==> src/rtl/ltl_mon_pkg.sv <==
// Shared types and default constants for the LTL monitor sequencer.
// The FSM state enum and the report entry layout live here.
package ltl_mon_pkg;

    localparam int DEF_NUM_REPORTS = 4;
    localparam int DEF_IDX_W       = 32;
    localparam int DEF_REPORT_LAT  = 1;
    localparam int DEF_RST_CYCLES  = 2;
    localparam int RPT_FIFO_DEPTH  = 2;

    typedef enum logic [1:0] {
        IDLE  = 2'd0,
        RST   = 2'd1,
        FEED  = 2'd2,
        STALL = 2'd3
    } seq_state_e;

    typedef struct packed {
        logic [DEF_NUM_REPORTS-1:0] vec;
        logic [DEF_IDX_W-1:0]       idx;
    } rpt_entry_t;

endpackage

==> src/rtl/ltl_report_fifo.sv <==
// Two-entry first-word-fall-through FIFO with synchronous flush.
// The head register drives dout directly; push and pop together are legal when full.
module ltl_report_fifo #(
    parameter int W = 36
) (
    input  logic         clk,
    input  logic         reset,
    input  logic         flush,
    input  logic         push,
    input  logic [W-1:0] din,
    input  logic         pop,
    output logic         valid,
    output logic [W-1:0] dout,
    output logic [1:0]   count
);

    logic [W-1:0] head_q, head_d;
    logic [W-1:0] tail_q, tail_d;
    logic [1:0]   cnt_q, cnt_d;
    logic         do_push, do_pop;

    always_comb begin
        head_d  = head_q;
        tail_d  = tail_q;
        cnt_d   = cnt_q;
        do_pop  = pop && (cnt_q != 2'd0);
        do_push = push && ((cnt_q != 2'd2) || do_pop);
        if (flush) begin
            head_d = '0;
            cnt_d  = 2'd0;
        end else begin
            case ({do_push, do_pop})
                2'b10: begin
                    if (cnt_q == 2'd0) head_d = din;
                    else               tail_d = din;
                    cnt_d = cnt_q + 2'd1;
                end
                2'b01: begin
                    head_d = tail_q;
                    cnt_d  = cnt_q - 2'd1;
                end
                2'b11: begin
                    if (cnt_q == 2'd1) begin
                        head_d = din;
                    end else begin
                        head_d = tail_q;
                        tail_d = din;
                    end
                end
                default: ;
            endcase
        end
    end

    always_ff @(posedge clk) begin
        if (reset) begin
            head_q <= '0;
            tail_q <= '0;
            cnt_q  <= 2'd0;
        end else begin
            head_q <= head_d;
            tail_q <= tail_d;
            cnt_q  <= cnt_d;
        end
    end

    assign valid = (cnt_q != 2'd0);
    assign dout  = head_q;
    assign count = cnt_q;

endmodule

==> src/rtl/ltl_monitor_sequencer.sv <==
// Feeds a trace stream into one LTL automaton cluster and queues index-tagged reports.
//   state | meaning
//   IDLE  | after reset, automaton held in reset, no symbols accepted
//   RST   | automaton reset held for RST_CYCLES after trace_start
//   FEED  | symbols streamed one per cycle while the report queue has room
//   STALL | queue cannot absorb in-flight reports; pipe drains
module ltl_monitor_sequencer
    import ltl_mon_pkg::*;
#(
    parameter int NUM_REPORTS = DEF_NUM_REPORTS,
    parameter int IDX_W       = DEF_IDX_W,
    parameter int REPORT_LAT  = DEF_REPORT_LAT,
    parameter int RST_CYCLES  = DEF_RST_CYCLES
) (
    input  logic                   clk,
    input  logic                   reset,
    input  logic                   trace_start,
    input  logic                   sym_valid,
    input  logic [7:0]             sym_data,
    output logic                   sym_ready,
    output logic                   aut_reset,
    output logic                   aut_run,
    output logic [7:0]             aut_symbols,
    input  logic [NUM_REPORTS-1:0] aut_report,
    output logic                   rpt_valid,
    input  logic                   rpt_ready,
    output logic [NUM_REPORTS-1:0] rpt_vec,
    output logic [IDX_W-1:0]       rpt_idx,
    output logic                   busy
);

    localparam int RC_W  = (RST_CYCLES > 1) ? $clog2(RST_CYCLES) : 1;
    localparam int ENT_W = NUM_REPORTS + IDX_W;

    seq_state_e                       state_q, state_d;
    logic [RC_W-1:0]                  rst_cnt_q, rst_cnt_d;
    logic [IDX_W-1:0]                 idx_q, idx_d;
    logic [7:0]                       sym_last_q, sym_last_d;
    logic [REPORT_LAT-1:0]            pipe_vld_q, pipe_vld_d;
    logic [REPORT_LAT-1:0][IDX_W-1:0] pipe_idx_q, pipe_idx_d;

    logic [1:0]       fifo_cnt;
    logic [ENT_W-1:0] fifo_dout;
    logic [7:0]       inflight, free_cnt;
    logic             room, hs, rpt_push;

    // Every in-flight slot may still push, so a new symbol needs strictly more free entries.
    always_comb begin
        inflight = '0;
        for (int i = 0; i < REPORT_LAT; i++) begin
            inflight = inflight + 8'(pipe_vld_q[i]);
        end
        free_cnt = 8'(RPT_FIFO_DEPTH) - 8'(fifo_cnt);
        room     = free_cnt > inflight;
    end

    always_comb begin
        state_d   = state_q;
        rst_cnt_d = rst_cnt_q;
        sym_ready = 1'b0;
        aut_reset = 1'b0;
        case (state_q)
            IDLE: aut_reset = 1'b1;
            RST: begin
                aut_reset = 1'b1;
                if (rst_cnt_q == '0) state_d = FEED;
                else                 rst_cnt_d = rst_cnt_q - RC_W'(1);
            end
            FEED: begin
                sym_ready = room;
                if (!room) state_d = STALL;
            end
            STALL: if (room) state_d = FEED;
            default: state_d = IDLE;
        endcase
        if (trace_start) begin
            state_d   = RST;
            rst_cnt_d = RC_W'(RST_CYCLES - 1);
            sym_ready = 1'b0;
        end
    end

    always_comb begin
        hs          = sym_valid && sym_ready;
        aut_run     = hs;
        aut_symbols = hs ? sym_data : sym_last_q;
        sym_last_d  = aut_symbols;
        idx_d       = hs ? idx_q + IDX_W'(1) : idx_q;
        pipe_vld_d    = '0;
        pipe_idx_d    = pipe_idx_q;
        pipe_vld_d[0] = hs;
        pipe_idx_d[0] = idx_q;
        for (int i = 1; i < REPORT_LAT; i++) begin
            pipe_vld_d[i] = pipe_vld_q[i-1];
            pipe_idx_d[i] = pipe_idx_q[i-1];
        end
        if (trace_start) begin
            idx_d      = '0;
            pipe_vld_d = '0;
        end
        rpt_push = pipe_vld_q[REPORT_LAT-1] && (aut_report != '0);
    end

    always_ff @(posedge clk) begin
        if (reset) begin
            state_q    <= IDLE;
            rst_cnt_q  <= '0;
            idx_q      <= '0;
            sym_last_q <= '0;
            pipe_vld_q <= '0;
            pipe_idx_q <= '0;
        end else begin
            state_q    <= state_d;
            rst_cnt_q  <= rst_cnt_d;
            idx_q      <= idx_d;
            sym_last_q <= sym_last_d;
            pipe_vld_q <= pipe_vld_d;
            pipe_idx_q <= pipe_idx_d;
        end
    end

    ltl_report_fifo #(.W(ENT_W)) u_rpt_fifo (
        .clk   (clk),
        .reset (reset),
        .flush (trace_start),
        .push  (rpt_push),
        .din   ({aut_report, pipe_idx_q[REPORT_LAT-1]}),
        .pop   (rpt_valid && rpt_ready),
        .valid (rpt_valid),
        .dout  (fifo_dout),
        .count (fifo_cnt)
    );

    assign rpt_vec = fifo_dout[ENT_W-1 -: NUM_REPORTS];
    assign rpt_idx = fifo_dout[IDX_W-1:0];
    assign busy    = (state_q != IDLE) || (fifo_cnt != 2'd0);

endmodule

==> config.mk <==
export PLATFORM = sky130hd
export DESIGN_NAME = ltl_monitor_sequencer
export DESIGN_NICKNAME = d
export VERILOG_FILES = /design/src/rtl/ltl_mon_pkg.sv /design/src/rtl/ltl_report_fifo.sv /design/src/rtl/ltl_monitor_sequencer.sv
export SDC_FILE = /design/constraint.sdc
export NUM_CORES = 1
export LEC_CHECK = 0
export ABC_AREA = 1
export CAP_MARGIN = 10
export CORE_AREA = 2 2 119 121
export CTS_BUF_LIST = sky130_fd_sc_hd__clkbuf_8
export CTS_CLUSTER_SIZE = 12
export DETAILED_ROUTE_END_ITERATION = 7
export DIE_AREA = 0 0 121 123
export HOLD_SLACK_MARGIN = 0.15
export PLACE_DENSITY = 0.73
export SYNTH_ARGS = -nofsm -noshare
export SYNTH_HDL_FRONTEND = slang
export SYNTH_SLANG_ARGS = --single-unit
==> constraint.sdc <==
create_clock -name clk -period 4.6 [get_ports clk]
set_clock_uncertainty 0.1 [all_clocks]
set_input_delay 1.38 -clock clk [delete_from_list [all_inputs] [get_ports clk]]
set_output_delay 1.38 -clock clk [all_outputs]
set_load 0.01 [all_outputs]
# After elaboration in Yosys (flattened, before gate mapping)
# Cells that the tools add are included.
[totals]
latchBits = 0
mem_bits_rw = 0
out_inout_bits = 49
mem_count = 0
rom_bits = 0
reg_bits = 150
[classes]
n_reduce_logical = 24
add_sub_neg = 5
magnitude_cmp = 1
multipliers = 0
mux = 19
n_bitwise = 1
n_eq_ne = 17
n_shift = 0
div_mod_pow = 0
[op_table]
columns = ["cell", "n"]
rows = [
  ["2-to-1 mux 36 bit", 4],
  ["case mux 36 bit (3 select lines)", 1],
  ["case mux 36 bit (2 select lines)", 1],
  ["adder 32 x 1 -> 32 bit (second input constant)", 1],
  ["inequality test 2 bit (second input constant)", 6],
  ["AND reduction 4 bit", 3],
  ["nonzero test 2 bit", 5],
  ["inequality test 3 bit (second input constant)", 3],
  ["== test 2 bit (second input constant)", 4],
  ["greater-than comparator 8 x 1 -> 1 bit", 1],
  ["2-to-1 mux 8 bit", 1],
  ["nonzero test 4 bit", 2],
  ["2-to-1 mux 1 bit", 7],
  ["== test 2 x 1 -> 1 bit (second input constant)", 3],
  ["2-to-1 mux 2 bit", 3],
  ["case mux 2 bit (3 select lines)", 1],
  ["nonzero test 3 bit", 2],
  ["logical AND 1 bit", 5],
  ["logical NOT 2 bit", 2],
  ["case mux 2 bit (2 select lines)", 1],
  ["OR reduction 2 bit", 2],
  ["subtractor 2 x 2 -> 3 bit (first input constant)", 1],
  ["adder 2 x 1 -> 2 bit (second input constant)", 1],
  ["logical OR 1 bit", 2],
  ["other kinds (5)", 5],
]

# Depth between registers and ports, before layout
# Gate-level depths: netlist of the first run.
[logic_depth]
ltp_word = 8
mapped_depth = 12

# Cells and area by module
# Synthesis of the first run repeated with hierarchy kept, for this count alone.
[hier_totals]
hier_cells = 938
hier_area_um2 = 6592.6
[by_module_without_submodules]
columns = ["module", "cells_each", "area_each_um2", "instances"]
rows = [
  ["ltl_monitor_sequencer", 474, 3369.5, 1],
  ["ltl_report_fifo", 464, 3223.1, 1],
]

# Worst setup path after synthesis of the first run
# Ideal clock, no wire load.
[synth_timing]
kind = "input to output"
from = "in trace_start"
to = "out aut_symbols[0]"
arrival_ps = 2156
path_stages = 6
slack_ps = 964
required_ps = 3120
path_buffers = 1
path_cell_list = "nor2_2 > nand3_4 > buf_2 > nand2_1 > inv_1 > a21oi_1"
[synth_between]
elab_chain_len = 3
[synth_rtl]
columns = ["item", "line_no", "source"]
rows = [
  ["from (decl)", "ltl_monitor_sequencer.sv:17", "input logic trace_start,"],
  ["2-to-1 mux 1 bit", "ltl_monitor_sequencer.sv:76", "if (trace_start) begin"],
  ["logical AND 1 bit", "ltl_monitor_sequencer.sv:84", "hs = sym_valid && sym_ready;"],
  ["2-to-1 mux 8 bit", "ltl_monitor_sequencer.sv:86", "aut_symbols = hs ? sym_data : sym_last_q;"],
  ["to (decl)", "ltl_monitor_sequencer.sv:23", "output logic [7:0] aut_symbols,"],
]
# Every way passes these cells.

# Worst setup path in the final report of the first run
[layout_timing]
from = "in trace_start"
to = "out aut_symbols[4]"
# The elaborated chain is that of the path after synthesis.

==> results.md, run 1 <==
* Synth warn at 0
* Worst Tran Pin Value at 0.771 ns
* Yosys top cell area share at between 40 and 50%
* P_sw at 0.549 mW
* Final period utilization at between 90 and 100%
* HPWL after DPL at ~11000 um
* First-pass GRT wire length at between 20000 and 30000 um
* Share of layout cells above drive strength 1 at between 5 and 6%
* Total setup buffers inserted after CTS at 0
* DRC viols at 0
* Synthesis-to-finish area growth at 15.6%
* Async SR Flop Fraction at 0%
* Tot Pwr at about 2.4 mW
* Setup-failing EPs final at 0
* Chip width at 121 um
* Area of the die at approximately 15000 sq um
* Post-route insts no fill at approximately 1400
* Final nets at ~1200
* R2R cell count at 12
* Total GRT Usage at a little under a quarter
* Post-route setup TNS at 0 ns
* Core area at between 10000 and 15000 sq um
* Kind of critical path: input port to output pin
* Vias in the first global route at 5847
* Fin. Hold Viols at 0
* P_leak at 3.36 nW
* Peak supply drop at 0.000141 V
* Initial antenna violation count at 0
* Syn Area/Cell at 6.39 sq um
* DRT Wirelength at 16300 um
* H-Tree Depth at 4
* Die height at roughly 120 um
* Final Slew Violations at 0
* Fmax at 222 MHz
* Setup crit start kind: input port
* CP Max Fanout at 10
* Clock latency on the worst-skew pair at around 0.46 ns
* Outcome: complete, no violations
* Placed cell areas at around 8000 sq um
* Comb power frac at between 3 and 4%
* RSZ-0062 raised after global routing: false
* Post-synth EDFFs at 0
* Seq. cell area at ~3000 sq um
* Vias at 6788
* Drt wl/cell at roughly 12 um
* Post-synth top area cell: dfxtp_1
* Hold Path Class: register to register
* Syn Nets at roughly 1200
* Hold depth at 2
* Final WS setup at between 0.09 and 0.1 ns
* Sequential fraction of design power at a little under three fifths
* CTS Root Cell: clkbuf_8
* # diodes at 0
* Ys flop type: dfxtp_1
* Tmin final at 4.50 ns
* Routability cong. at around 0.88
* Flops & latches, synth at 150
* TritonCTS Buffers at 17
* Detail Route Antenna Nets at 0
* Post-Layout Inst Area at ~8400 sq um
* Cells after Synth at 1141
* Top Ports at between 60 and 70
* Placed cells at 1346
* Initial Util at between 50% and 60%
* Synth Cell Area at 7290 sq um
* Number of placement rows at 43
* Largest net degree at the start of global routing at between 70 and 80
* Crit. End Element: output pin
* Top cells by area, synth: dfxtp_1, nand2_1, nor2_1, nand3_1, inv_1
* Vias per cell at 4.93
* Initial DRC count at 680
* First drt pass iteration count at 5
* CTS tree: built
* Reg clk slew, reported paths at around 0.08 ns
* Worst Path Required at approximately 3.1 ns
* Netlist cell types at 30
* Crit path arrival time at approximately 3.0 ns
* Multi-input combinational cell area at roughly 3500 sq um
* Sw Share at between 20% and 30%
* Max-Cap Viols at 0
* Hold Buf Count CTS at 0
* Overflow after GRT at 0
* Clock share of power at 41.3%
* Fill cell count at 1299
* Pwr dens at 281 nW/um^2
* Rel. slew slack at about half
* Sequential fraction of the synthesis area at ~41%
* Cell internal pwr at ~1.8 mW
* Max Buffers Root-to-Sink at 2
* Clock sink total at 150
* IO Port Bufs at 65
* Worst slack at placement at just under 0.08 ns
-- cell families after synthesis --
family	share of synthesized area, %
flip-flops	41.2
buffers and inverters	10.6
AND/OR/NAND/NOR	38.4
XOR/XNOR	0.361
AO/OA/AOI/OAI	8.38
adder cells (fa/ha/maj)	1.03
-- placed cells by master (no fill, tap or decap), drive strengths merged --
cell / n
nand2: 295
nor2: 255
dfxtp: 150
inv: 133
nand3: 104
o21ai: 79
clkdlybuf4s50: 60
a21oi: 29
clkbuf: 21
buf: 14
nand4: 13
a211oi: 8
nor3: 8
clkinv: 7
ha: 6
dlymetal6s2s: 5
xor2: 3
clkinvlp: 3
and2: 2
o22ai: 1
nand3b: 1
bufinv: 1
-- per-layer routing --
layer / share of wire [%] / vias up / GRT usage [%] / routed length [um]
met3: 4.7 / 24 / 3.78 / 768
li1: - / 3623 / - / -
met5: 0 / - / 0 / 0
met4: 2.1 / 0 / 9.45 / 334
met1: 50 / 2963 / 33.1 / 8180
met2: 43 / 178 / 34.7 / 6990
-- cell type report --
class | instances | share of cell area [%]
flip-flops and latches | 150 | 35.7
repair buffers | 79 | 9.42
clock inverters | 11 | 1.17
inverters | 133 | 5.93
clock buffers | 21 | 3.43
well taps | 180 | 2.67
multi-input cells | 804 | 41.7
-- repair_timing --
action / 4_1_cts / 5_1_grt
endpoints found under the hold margin: 0 / 0
gates resized for setup: 0 / 5
setup endpoints to repair: 0 / 5
-- synthesized netlist by cell type, types with 8 or more instances --
cell type and count:
nand2_1 293, nor2_1 249, dfxtp_1 150, inv_1 126, nand3_1 101, o21ai_0 77, a21oi_1 29, clkbuf_1 23
buf_2 14, nand4_1 13, buf_1 9, a211oi_1 8
-- power by group through the flow --
| stage | Sequential (mW) | Clock, mW | Combinational, mW |
|---|---|---|---|
| floorplan | 1.33 | 0 | 0.0484 |
| global route | 1.30 | 1.06 | 0.0980 |
| CTS | 1.30 | 1.00 | 0.0886 |
| global placement | 1.33 | 0 | 0.0880 |
| detailed placement | 1.33 | 0 | 0.0882 |
| finish | 1.30 | 0.979 | 0.0871 |
-- final timing paths --
kind                             from              to  slack (ns)
setup / recovery          trace_start  aut_symbols[4]         0.1
hold / removal              idx_q[31]  pipe_idx_q[31]        0.34
setup reg to reg  u_rpt_fifo.count[0]       idx_q[19]        1.90
hold reg to reg             idx_q[31]  pipe_idx_q[31]        0.34
-- per-stage QoR --
stage               hold slack, ns  util (%)
finish                       0.339      61.9
global route                 0.382      61.9
CTS                          0.338      61.8
detailed placement           0.326      58.9
global placement             0.327      58.9
floorplan                    0.317         -
-- critical path: stages --
cell	delay, ns
clkdlybuf4s50_1	0.49
nor2_2	0.07
nand3_4	0.14
inv_1	0.09
buf_4	0.17
a21oi_1	0.14
clkdlybuf4s50_1	0.54
-- sequential cells by signal, indices dropped and copies added, names as in the netlist --
signal and count:
u_rpt_fifo.count 2, sym_last_q 8, idx_q 32, pipe_idx_q 32
pipe_vld_q 1, state_q 2, u_rpt_fifo.dout 36, rst_cnt_q 1
u_rpt_fifo.tail_q 36
Note: power is estimated with default switching activity, not from simulation.
==> run 2, diff against run 1 <==
- clock period: 4.6 -> 5.59 ns (I/O delays scaled with it)
==> results.md, run 2 (synthesized netlist as in run 1, its figures left out) <==
* Outcome: complete, no violations
* Clock sink total at 150 (unchanged)
* Clock latency on the worst-skew pair at 0.46 ns (about the same)
* Crit path arrival time at 3.45 ns (+0.43 ns)
* Critical Path Max Stage Delay at 0.50 ns (-0.04 ns)
* Vias in the first global route at 5800 (-0.80%)
* Post-cts resize count at 0 (unchanged)
* Detail Route Antenna Nets at 0 (unchanged)
* Initial Util at 53.5% (unchanged)
* IO Port Bufs at 65 (unchanged)
* Worst path top cell family by delay: buffers and inverters
* Drt wl/cell at 12.1 um (+2.2%)
* Synthesis-to-finish area growth at 16.1%
* Total setup buffers inserted after CTS at 0 (unchanged)
* Final WS setup at 0.361 ns (+0.261 ns)
* Peak supply drop at 0.000165 V (+17%)
* P_leak at 3.30 nW (-1.8%)
* Post-route setup TNS at 0 ns (unchanged)
* Kind of critical path: input port to output pin
* First drt pass iteration count at 5 (unchanged)
* Vias at 6848 (+0.88%)
* First-pass GRT wire length at 27800 um (-0.54%)
* RSZ-0062 raised after global routing: false
* CP cell instances: clkdlybuf4s50_1, nor2_2, nand3_4, inv_1, a21oi_1, clkdlybuf4s50_1
* Worst slack at placement at 0.374 ns (+0.296 ns)
* Largest net degree at the start of global routing at 74 (unchanged)
* Hold Buf Count CTS at 0 (unchanged)
* Fin. Hold Viols at 0 (unchanged)
* Final Slew Violations at 0 (unchanged)
* Tot Pwr at 2.17 mW (-8.5%)
* Worst Path Required at 3.81 ns (+0.69 ns)
* Crit path buf inv count at 3 (-1)
* Area of the die at 14900 sq um (unchanged)
* Top Ports at 66 (unchanged)
* Worst Tran Pin Value at 1.07 ns (+0.300 ns)
* Vias per cell at 4.98 (+1.2%)
* Initial DRC count at 579 (-15%)
* H-Tree Depth at 4 (unchanged)
* Hold Path Class: register to register
* Pwr dens at 256 nW/um^2 (-8.9%)
* CTS tree: built
* Total GRT Usage at 23.4% (+0.24 points)
* Slowest cell on the critical path: clkdlybuf4s50_1
* Crit. End Element: output pin
* Number of placement rows at 43 (unchanged)
* Routability cong. at 0.854 (-2.9%)
* Final nets at 1204 (-0.33%)
* Overflow after GRT at 0 (unchanged)
* Chip width at 121 um (unchanged)
* # diodes at 0 (unchanged)
* Placed cells at 1342 (-0.30%)
* Most frequent CP cell: clkdlybuf4s50_1
* Setup crit start kind: input port
* Max-Cap Viols at 0 (unchanged)
* CP Max Fanout at 19 (+9)
* Final period utilization at roughly 94%
* Core area at 13600 sq um (unchanged)
* Utilization after layout at 62.2% (+0.28 points)
* Max Buffers Root-to-Sink at 2 (unchanged)
* Fmax at 191 MHz
* Share of layout cells above drive strength 1 at 5.11% (-0.40 points)
* HPWL after DPL at 10800 um (-0.86%)
* Rel. slew slack at 28.5% (-20 points)
* Tmin final at approximately 5.2 ns
* Die height at 123 um (unchanged)
* DRC viols at 0 (unchanged)
* Post-route insts no fill at 1374 (-0.29%)
* DRT Wirelength at 16600 um (+1.9%)
* Commonest non-fill, non-tap cells in the layout: nand2_1, nor2_1, dfxtp_1, inv_1, nand3_1
* Reg clk slew, reported paths at 0.08 ns (about the same)
* CTS Root Cell: clkbuf_8
* Setup-failing EPs final at 0 (unchanged)
* Initial antenna violation count at 0 (unchanged)
* Commonest non-fill, non-tap cell in the layout: nand2_1
* TritonCTS Buffers at 17 (unchanged)
-- run 2: cell count changes in the layout (fill, tap and decap cells not counted), sizes merged --
cell,delta
clkdlybuf4s50,+5
bufinv,+6
dlymetal6s2s,-5
buf,-4
clkbuf,-4
clkinvlp,-2
-- run 2: metal layers --
| layer | global-route usage [%] | share of wire [%] | vias up |
|---|---|---|---|
| met3 | 4.75 | 4.5 | 24 |
| met4 | 8.79 | 1.6 | 0 |
| met2 | 36.1 | 44 | 166 |
| met5 | 0 | 0 | - |
| met1 | 32.3 | 50 | 3038 |
| li1 | - | - | 3620 |
-- run 2: where the power goes --
group	internal [mW]	leakage [nW]	total (mW)	switching [mW]
sequential	1.07	1.21	1.07	0.00154
clock	0.617	0.251	1.03	0.408
combinational	0.0283	1.84	0.0702	0.0419
-- run 2: final cells by class --
| type | count | area (sq um) |
|---|---|---|
| Clock buffer | 17 | 234 |
| Sequential cell | 150 | 3000 |
| Multi-Input combinational cell | 804 | 3510 |
| Inverter | 133 | 499 |
| Timing Repair Buffer | 75 | 726 |
| Clock inverter | 15 | 259 |
| Fill cell | 1317 | 5150 |
| Tap cell | 180 | 225 |
-- run 2: through the flow --
stage	area, sq um	hold slack, ns
CTS	8460	0.343
finish	8460	0.343
global route	8460	0.379
detailed placement	7970	0.331
global placement	7970	0.328
floorplan	7290	0.317
-- run 2: final timing paths --
path         slack [ns]  cells after the start           startpoint                    end
max                0.36                      6          trace_start         aut_symbols[1]
min                0.34                      2            idx_q[31]         pipe_idx_q[31]
max reg2reg        2.69                      9  u_rpt_fifo.count[1]  u_rpt_fifo.tail_q[24]
min reg2reg        0.34                      2            idx_q[31]         pipe_idx_q[31]
-- run 2: tightest hold or removal path: cells and delay by family, from the launching register on --
family	cells	cell delay, ns
flops	1	0.33
buf+inv	1	0.05
simple gates	1	0.03
